`config.mk`:
```
export PLATFORM = sky130hd
export DESIGN_NAME = cfs_md_tx_ctrl
export DESIGN_NICKNAME = d
export VERILOG_FILES = /design/src/rtl/cfs_md_tx_ctrl.sv
export SDC_FILE = /design/constraint.sdc
export NUM_CORES = 1
export LEC_CHECK = 0
export CAP_MARGIN = 20
export CORE_UTILIZATION = 46
export DETAILED_ROUTE_END_ITERATION = 10
export HOLD_SLACK_MARGIN = 0.1
export PLACE_DENSITY = 0.78
export SYNTH_ARGS = -nofsm -noshare
export SYNTH_HDL_FRONTEND = slang
export SYNTH_SLANG_ARGS = --single-unit
```
`constraint.sdc`:
```
create_clock -name clk -period 2.4 [get_ports clk]
set_input_delay 0.36 -clock clk [delete_from_list [all_inputs] [get_ports clk]]
set_output_delay 0.36 -clock clk [all_outputs]
set_load 0.05 [all_outputs]
```
`src/rtl/cfs_md_tx_ctrl.sv`:
```
// rtl/cfs_md_tx_ctrl.sv - MD TX master: pops FIFO entries, legality-checks, masks and transmits them
module cfs_md_tx_ctrl #(
  parameter int ALGN_DATA_WIDTH   = 32,
  parameter int CNT_WIDTH         = 8,
  parameter int ALGN_OFFSET_WIDTH = (ALGN_DATA_WIDTH <= 8) ? 1 : $clog2(ALGN_DATA_WIDTH / 8),
  parameter int ALGN_SIZE_WIDTH   = $clog2(ALGN_DATA_WIDTH / 8) + 1,
  parameter int FIFO_WIDTH        = ALGN_DATA_WIDTH + ALGN_OFFSET_WIDTH + ALGN_SIZE_WIDTH
) (
  input  logic                         clk,
  input  logic                         reset,
  input  logic                         pop_valid,
  input  logic [FIFO_WIDTH-1:0]        pop_data,
  output logic                         pop_ready,
  output logic                         md_tx_valid,
  output logic [ALGN_DATA_WIDTH-1:0]   md_tx_data,
  output logic [ALGN_OFFSET_WIDTH-1:0] md_tx_offset,
  output logic [ALGN_SIZE_WIDTH-1:0]   md_tx_size,
  input  logic                         md_tx_ready,
  input  logic                         md_tx_err,
  input  logic                         cnt_clr,
  output logic [CNT_WIDTH-1:0]         drop_cnt,
  output logic [CNT_WIDTH-1:0]         err_cnt,
  output logic                         irq_err
);

  localparam int BYTES = ALGN_DATA_WIDTH / 8;
  // One extra bit so offset+size can never wrap.
  localparam int SUM_W = ALGN_SIZE_WIDTH + 1;
  localparam logic [SUM_W-1:0]     BYTES_S = SUM_W'(BYTES);
  localparam logic [CNT_WIDTH-1:0] CNT_MAX = '1;

  logic [ALGN_DATA_WIDTH-1:0]   in_data, in_data_masked;
  logic [ALGN_OFFSET_WIDTH-1:0] in_offset;
  logic [ALGN_SIZE_WIDTH-1:0]   in_size;
  logic [SUM_W-1:0]             in_end;
  logic                         in_legal, pop_fire, pop_keep, pop_drop;
  logic                         out_free, tx_err_hs;

  logic                         out_valid_q, out_valid_d;
  logic [ALGN_DATA_WIDTH-1:0]   out_data_q, out_data_d;
  logic [ALGN_OFFSET_WIDTH-1:0] out_offset_q, out_offset_d;
  logic [ALGN_SIZE_WIDTH-1:0]   out_size_q, out_size_d;
  logic                         buf_valid_q, buf_valid_d;
  logic [ALGN_DATA_WIDTH-1:0]   buf_data_q, buf_data_d;
  logic [ALGN_OFFSET_WIDTH-1:0] buf_offset_q, buf_offset_d;
  logic [ALGN_SIZE_WIDTH-1:0]   buf_size_q, buf_size_d;
  logic                         pop_ready_q;
  logic [CNT_WIDTH-1:0]         drop_cnt_q, drop_cnt_d, err_cnt_q, err_cnt_d;
  logic                         irq_q;

  assign in_data   = pop_data[ALGN_DATA_WIDTH-1:0];
  assign in_offset = pop_data[ALGN_DATA_WIDTH +: ALGN_OFFSET_WIDTH];
  assign in_size   = pop_data[ALGN_DATA_WIDTH+ALGN_OFFSET_WIDTH +: ALGN_SIZE_WIDTH];
  assign in_end    = SUM_W'(in_offset) + SUM_W'(in_size);
  assign in_legal  = (in_size != '0) && (in_end <= BYTES_S);

  assign pop_fire  = pop_valid & pop_ready_q;
  assign pop_keep  = pop_fire & in_legal;
  assign pop_drop  = pop_fire & ~in_legal;
  assign out_free  = ~out_valid_q | md_tx_ready;
  assign tx_err_hs = out_valid_q & md_tx_ready & md_tx_err;

  // Zero every byte lane outside [offset, offset+size) before the entry is stored
  always_comb begin
    in_data_masked = '0;
    for (int b = 0; b < BYTES; b++) begin
      if ((SUM_W'(b) >= SUM_W'(in_offset)) && (SUM_W'(b) < in_end)) begin
        in_data_masked[8*b +: 8] = in_data[8*b +: 8];
      end
    end
  end

  // Next state of OUT/BUF: drain BUF first, else bypass the pop, else park the pop in BUF
  always_comb begin
    out_valid_d  = out_valid_q;
    out_data_d   = out_data_q;
    out_offset_d = out_offset_q;
    out_size_d   = out_size_q;
    buf_valid_d  = buf_valid_q;
    buf_data_d   = buf_data_q;
    buf_offset_d = buf_offset_q;
    buf_size_d   = buf_size_q;
    if (out_free && buf_valid_q) begin
      out_valid_d  = 1'b1;
      out_data_d   = buf_data_q;
      out_offset_d = buf_offset_q;
      out_size_d   = buf_size_q;
      buf_valid_d  = pop_keep;
      if (pop_keep) begin
        buf_data_d   = in_data_masked;
        buf_offset_d = in_offset;
        buf_size_d   = in_size;
      end
    end else if (out_free && pop_keep) begin
      out_valid_d  = 1'b1;
      out_data_d   = in_data_masked;
      out_offset_d = in_offset;
      out_size_d   = in_size;
    end else if (out_free) begin
      out_valid_d  = 1'b0;
    end else if (pop_keep) begin
      buf_valid_d  = 1'b1;
      buf_data_d   = in_data_masked;
      buf_offset_d = in_offset;
      buf_size_d   = in_size;
    end
  end

  // Saturating status counters; a clear overrides a same-cycle increment
  always_comb begin
    drop_cnt_d = drop_cnt_q;
    err_cnt_d  = err_cnt_q;
    if (cnt_clr) begin
      drop_cnt_d = '0;
      err_cnt_d  = '0;
    end else begin
      if (pop_drop && (drop_cnt_q != CNT_MAX)) drop_cnt_d = drop_cnt_q + 1'b1;
      if (tx_err_hs && (err_cnt_q != CNT_MAX)) err_cnt_d = err_cnt_q + 1'b1;
    end
  end

  // State registers; pop_ready is registered so it stays low through reset
  always_ff @(posedge clk) begin
    if (reset) begin
      out_valid_q  <= 1'b0;
      out_data_q   <= '0;
      out_offset_q <= '0;
      out_size_q   <= '0;
      buf_valid_q  <= 1'b0;
      buf_data_q   <= '0;
      buf_offset_q <= '0;
      buf_size_q   <= '0;
      pop_ready_q  <= 1'b0;
      drop_cnt_q   <= '0;
      err_cnt_q    <= '0;
      irq_q        <= 1'b0;
    end else begin
      out_valid_q  <= out_valid_d;
      out_data_q   <= out_data_d;
      out_offset_q <= out_offset_d;
      out_size_q   <= out_size_d;
      buf_valid_q  <= buf_valid_d;
      buf_data_q   <= buf_data_d;
      buf_offset_q <= buf_offset_d;
      buf_size_q   <= buf_size_d;
      pop_ready_q  <= ~buf_valid_d;
      drop_cnt_q   <= drop_cnt_d;
      err_cnt_q    <= err_cnt_d;
      irq_q        <= tx_err_hs;
    end
  end

  assign pop_ready    = pop_ready_q;
  assign md_tx_valid  = out_valid_q;
  assign md_tx_data   = out_data_q;
  assign md_tx_offset = out_offset_q;
  assign md_tx_size   = out_size_q;
  assign drop_cnt     = drop_cnt_q;
  assign err_cnt      = err_cnt_q;
  assign irq_err      = irq_q;

endmodule

```
==> results by group <==
Routing
  • Total DRC errors in the routed layout: 0
  • Via density per instance: 6.27
  • Total via count after detailed routing: 4669
  • Number of DRC violations after detailed-routing iteration 0: 274
  • Count of antenna-violating nets left after detailed routing: 0
  • 1st-pass router iterations: 5
  • Post-detailed-routing wire length: 13500 um
  • Post-DR wirelength/cell: 18.1 um

GRT
  • Number of global-route vias before repair: 4577
  • Overall fraction of global-route tracks in use: 0.269
  • Initial antenna violation count: 0
  • Total grt overflow: 0
  • First-pass GRT wire length: 22000 um
  • Pin count of the biggest net entering global routing: 35

STA
  • Final period util: 0.952
  • Total count of hold-check failures in the final report: 0
  • Final hold slack: 0.468 ns
  • Worst slew slack as a fraction of its limit: 0.587
  • Setup repair after global routing missed its margin: false
  • Final number of setup-violating endpoints: 0
  • Maximum clock rate: 0.438 GHz
  • Post-route minimum period: 2.29 ns
  • Clock Skew: 0.00983 ns
  • Number of max-slew violations in the final report: 0
  • Tightest Pin Transition: 0.603 ns

Floorplanning
  • Horizontal die dimension: 102 um
  • Number of top-level pins: 99
  • Starting Density: 0.472
  • Number of rows created at floorplan: 36
  • Overall die area: 0.0103 mm2
  • Total core area: 0.00968 mm2
  • Chip Height: 102 um

Worst setup path
  • Number of buffer and inverter stages on the critical path: 4
  • Destination of the worst register-to-register timing path: drop_cnt[7]
  • Data arrival at the endpoint of the critical path: 2.57 ns
  • Slowest library cell on the worst path: sky130_fd_sc_hd__fa_1
  • Critical Path Max Stage Delay: 0.55 ns
  • Data required time of the worst path: 2.69 ns
  • Critical path launch point: pop_data[32]
  • Start-to-end type of the worst setup path: primary input to flip-flop
  • Worst setup EP type: flip-flop
  • Launch instance of the worst register-to-register path: pop_ready
  • Startpoint Class: primary input
  • Worst setup slack for register-to-register paths: 0.56 ns
  • Family of cells with the greatest summed delay on the critical path: adder cells
  • Most numerous cell on the critical path: sky130_fd_sc_hd__buf_4
  • Max FO, Critical Path: 8
  • Ordered list of cells on the worst path: dlygate4sd2_1 > ha_2 > fa_1 > buf_6 > nor4bb_1 > buf_4 > buf_4 > a2111oi_0 > nand4_1 > a21oi_1
  • Worst reg2reg path depth: 5

Placed design
  • Final Wtd Congestion: 0.903
  • Count of buffers inserted at the top-level ports: 98
  • Placed wire-length estimate after detailed placement: 9460 um

Power and ir drop
  • Portion of total power attributed to the clock network: 0.310
  • Part of the power in registers: 0.474
  • Sw Ratio: 0.293
  • Combinational power share: 0.216
  • Cell-internal power: 2.40 mW
  • Pleak: 2.37 nW
  • Maximum vdd ir drop: 304 uV
  • Power density over the cells: 536 mW/mm2
  • Total Power Consumption: 3.39 mW
  • Switching component of the power: 0.993 mW

Yosys
  • Most frequent cell after synthesis: sky130_fd_sc_hd__dfxtp_1
  • Post-Synthesis Cell Area: 0.00457 mm2
  • Post-synth top area share: 0.412
  • Number of enable flip-flop cells after synthesis: 0
  • Mapped Avg Cell Area: 9.23 um2
  • Gate count after technology mapping: 495
  • Portion of the post-synthesis area used by sequential elements: 0.412
  • Asr flop ratio synth: 0
  • Number of synthesis warnings: 0
  • Dominant cells by area after synthesis: sky130_fd_sc_hd__dfxtp_1 41%, sky130_fd_sc_hd__o41ai_1 4.8%, sky130_fd_sc_hd__o2111ai_1 4.6%
  • Post-Synthesis Net Count: 543
  • Number of distinct library cells after synthesis: 56
  • Number of register bits inferred by synthesis: 94
  • Most frequent cells after synthesis: 94 x sky130_fd_sc_hd__dfxtp_1, 43 x sky130_fd_sc_hd__nand2_1, 35 x sky130_fd_sc_hd__clkbuf_1
  • Cell type contributing the most total cell area after synthesis: sky130_fd_sc_hd__dfxtp_1
  • Most frequently used flop master after synthesis: sky130_fd_sc_hd__dfxtp_1

CTS
  • Root Driver: sky130_fd_sc_hd__clkbuf_8
  • Later-pin clock latency in the skew report: 0.35 ns
  • CTS tree: built
  • Clock sink count: 94
  • Number of H-tree branching levels: 3
  • Bufs on Longest Clock Path: 2
  • Number of CTS-inserted buffers: 9
  • Clock transition at the register clock pins on the worst setup and hold paths after CTS: 0.09 ns

Worst hold path
  • Hold path depth: 2
  • Worst hold-check path type: flip-flop to flip-flop
  • Hold path endpoint: buf_data_q[29]
  • Hold path startpoint: buf_data_q[29]

Cells and area
  • Diode count: 0
  • Share of post-route cells with drive strength above 1: 0.157
  • Area growth syn-to-layout: 38.3%
  • Net count, final: 656
  • Layout fillers: 782

Status
  • Run status: finished, final reports clean

Flow run
  • Number of max-cap violations: 0
worst register-to-register path: stages (launching register included):
cell and delay [ns]:
sky130_fd_sc_hd__dfxtp_1 0.39, sky130_fd_sc_hd__and2_1 0.34, sky130_fd_sc_hd__buf_4 0.26, sky130_fd_sc_hd__o211ai_1 0.19, sky130_fd_sc_hd__or4_1 0.44, sky130_fd_sc_hd__a21oi_1 0.15
through the flow:
stage          setup WS (ns)  area [um2]   util  TNS [ns]  cells
6_report               0.115        6320  0.653         0    745
3_3_place_gp          -0.500        6020  0.622    -34.27    728
4_1_cts               0.0276        6260  0.646         0    745
3_5_place_dp          -0.534        6020  0.622    -37.13    728
5_1_grt              0.00682        6320  0.653         0    745
2_1_floorplan         0.0471        4580      -         0    495
cell families (layout without fill, tap and decap cells):
logic type | after synthesis | in the layout | synth area share
buffers and inverters | 70 | 187 | 0.0630
xor gates and xnor gates | 4 | 4 | 0.00767
muxes | 19 | 19 | 0.0427
AOI/OAI and AO/OA | 197 | 197 | 0.342
and+or+nand+nor | 106 | 106 | 0.117
DFF | 94 | 94 | 0.412
adders and majority gates | 5 | 5 | 0.0153
cell type report:
class / instances / area (um2) / share of cell area
multi-input cells: 331 / 2510 / 0.397
flip-flops and latches: 94 / 1880 / 0.298
repair buffers: 152 / 1490 / 0.236
well taps: 133 / 166 / 0.0263
clock buffers: 10 / 138 / 0.0218
inverters: 20 / 75.1 / 0.0119
clock inverters: 5 / 60.1 / 0.00950
power by group through the flow:
stage                     Sequential (mW)  Combinational (mW)  Clock, mW
after floorplan                      1.73               0.297          0
after CTS                            1.61               0.714       1.07
final                                1.61               0.733       1.05
after detailed placement             1.64               0.692          0
after global placement               1.64               0.677          0
after global routing                 1.61               0.778       1.14
routing by layer:
layer  wire length, um  share of wire  GRT usage
met5                 0              0          0
met4               233          0.017      0.104
met3               753          0.056     0.0373
met2              6620           0.49      0.458
met1              5850           0.43      0.343
sequential cells by signal, summed over array words and instances (netlist names), 2 cells and up:
name	cells
buf_data_q	32
md_tx_data	32
drop_cnt	8
err_cnt	8
buf_size_q	3
md_tx_size	3
buf_offset_q	2
md_tx_offset	2
cell usage in the layout (no fill, tap or decap), types with 5 or more instances in the layout:
cell,count
sky130_fd_sc_hd__a22o_1,8
sky130_fd_sc_hd__nor2_1,12
sky130_fd_sc_hd__inv_1,18
sky130_fd_sc_hd__clkdlybuf4s50_1,94
sky130_fd_sc_hd__dfxtp_1,94
sky130_fd_sc_hd__o311ai_0,6
sky130_fd_sc_hd__o2111ai_1,24
sky130_fd_sc_hd__clkbuf_8,10
sky130_fd_sc_hd__o22ai_1,24
sky130_fd_sc_hd__o21ai_0,5
sky130_fd_sc_hd__nand3_1,9
sky130_fd_sc_hd__o31ai_1,24
sky130_fd_sc_hd__o211a_1,8
sky130_fd_sc_hd__a211oi_1,6
sky130_fd_sc_hd__buf_12,8
sky130_fd_sc_hd__or3_1,5
sky130_fd_sc_hd__nand4_1,15
sky130_fd_sc_hd__a2111oi_0,6
sky130_fd_sc_hd__a32o_1,8
sky130_fd_sc_hd__o41ai_1,21
sky130_fd_sc_hd__a21oi_1,21
sky130_fd_sc_hd__a311o_1,8
sky130_fd_sc_hd__mux2i_1,15
sky130_fd_sc_hd__nand2_1,43
sky130_fd_sc_hd__buf_4,44
repair_timing:
item	CTS	global route
gates resized for setup	9	15
buffers inserted	2	0
pin swaps	5	2
setup endpoints to repair	76	35
hold buffers	0	0
worst max path at each step:
stage,endpoint,cells after the start,slack (ns)
floorplan,drop_cnt[5],8,0.05
global placement,md_tx_data[12],8,-0.50
detailed placement,md_tx_data[20],8,-0.53
CTS,buf_data_q[14],8,0.03
global route,md_tx_data[0],10,0.007
finish,buf_data_q[0],10,0.11
No activity file was read; power rests on OpenSTA's default activity.
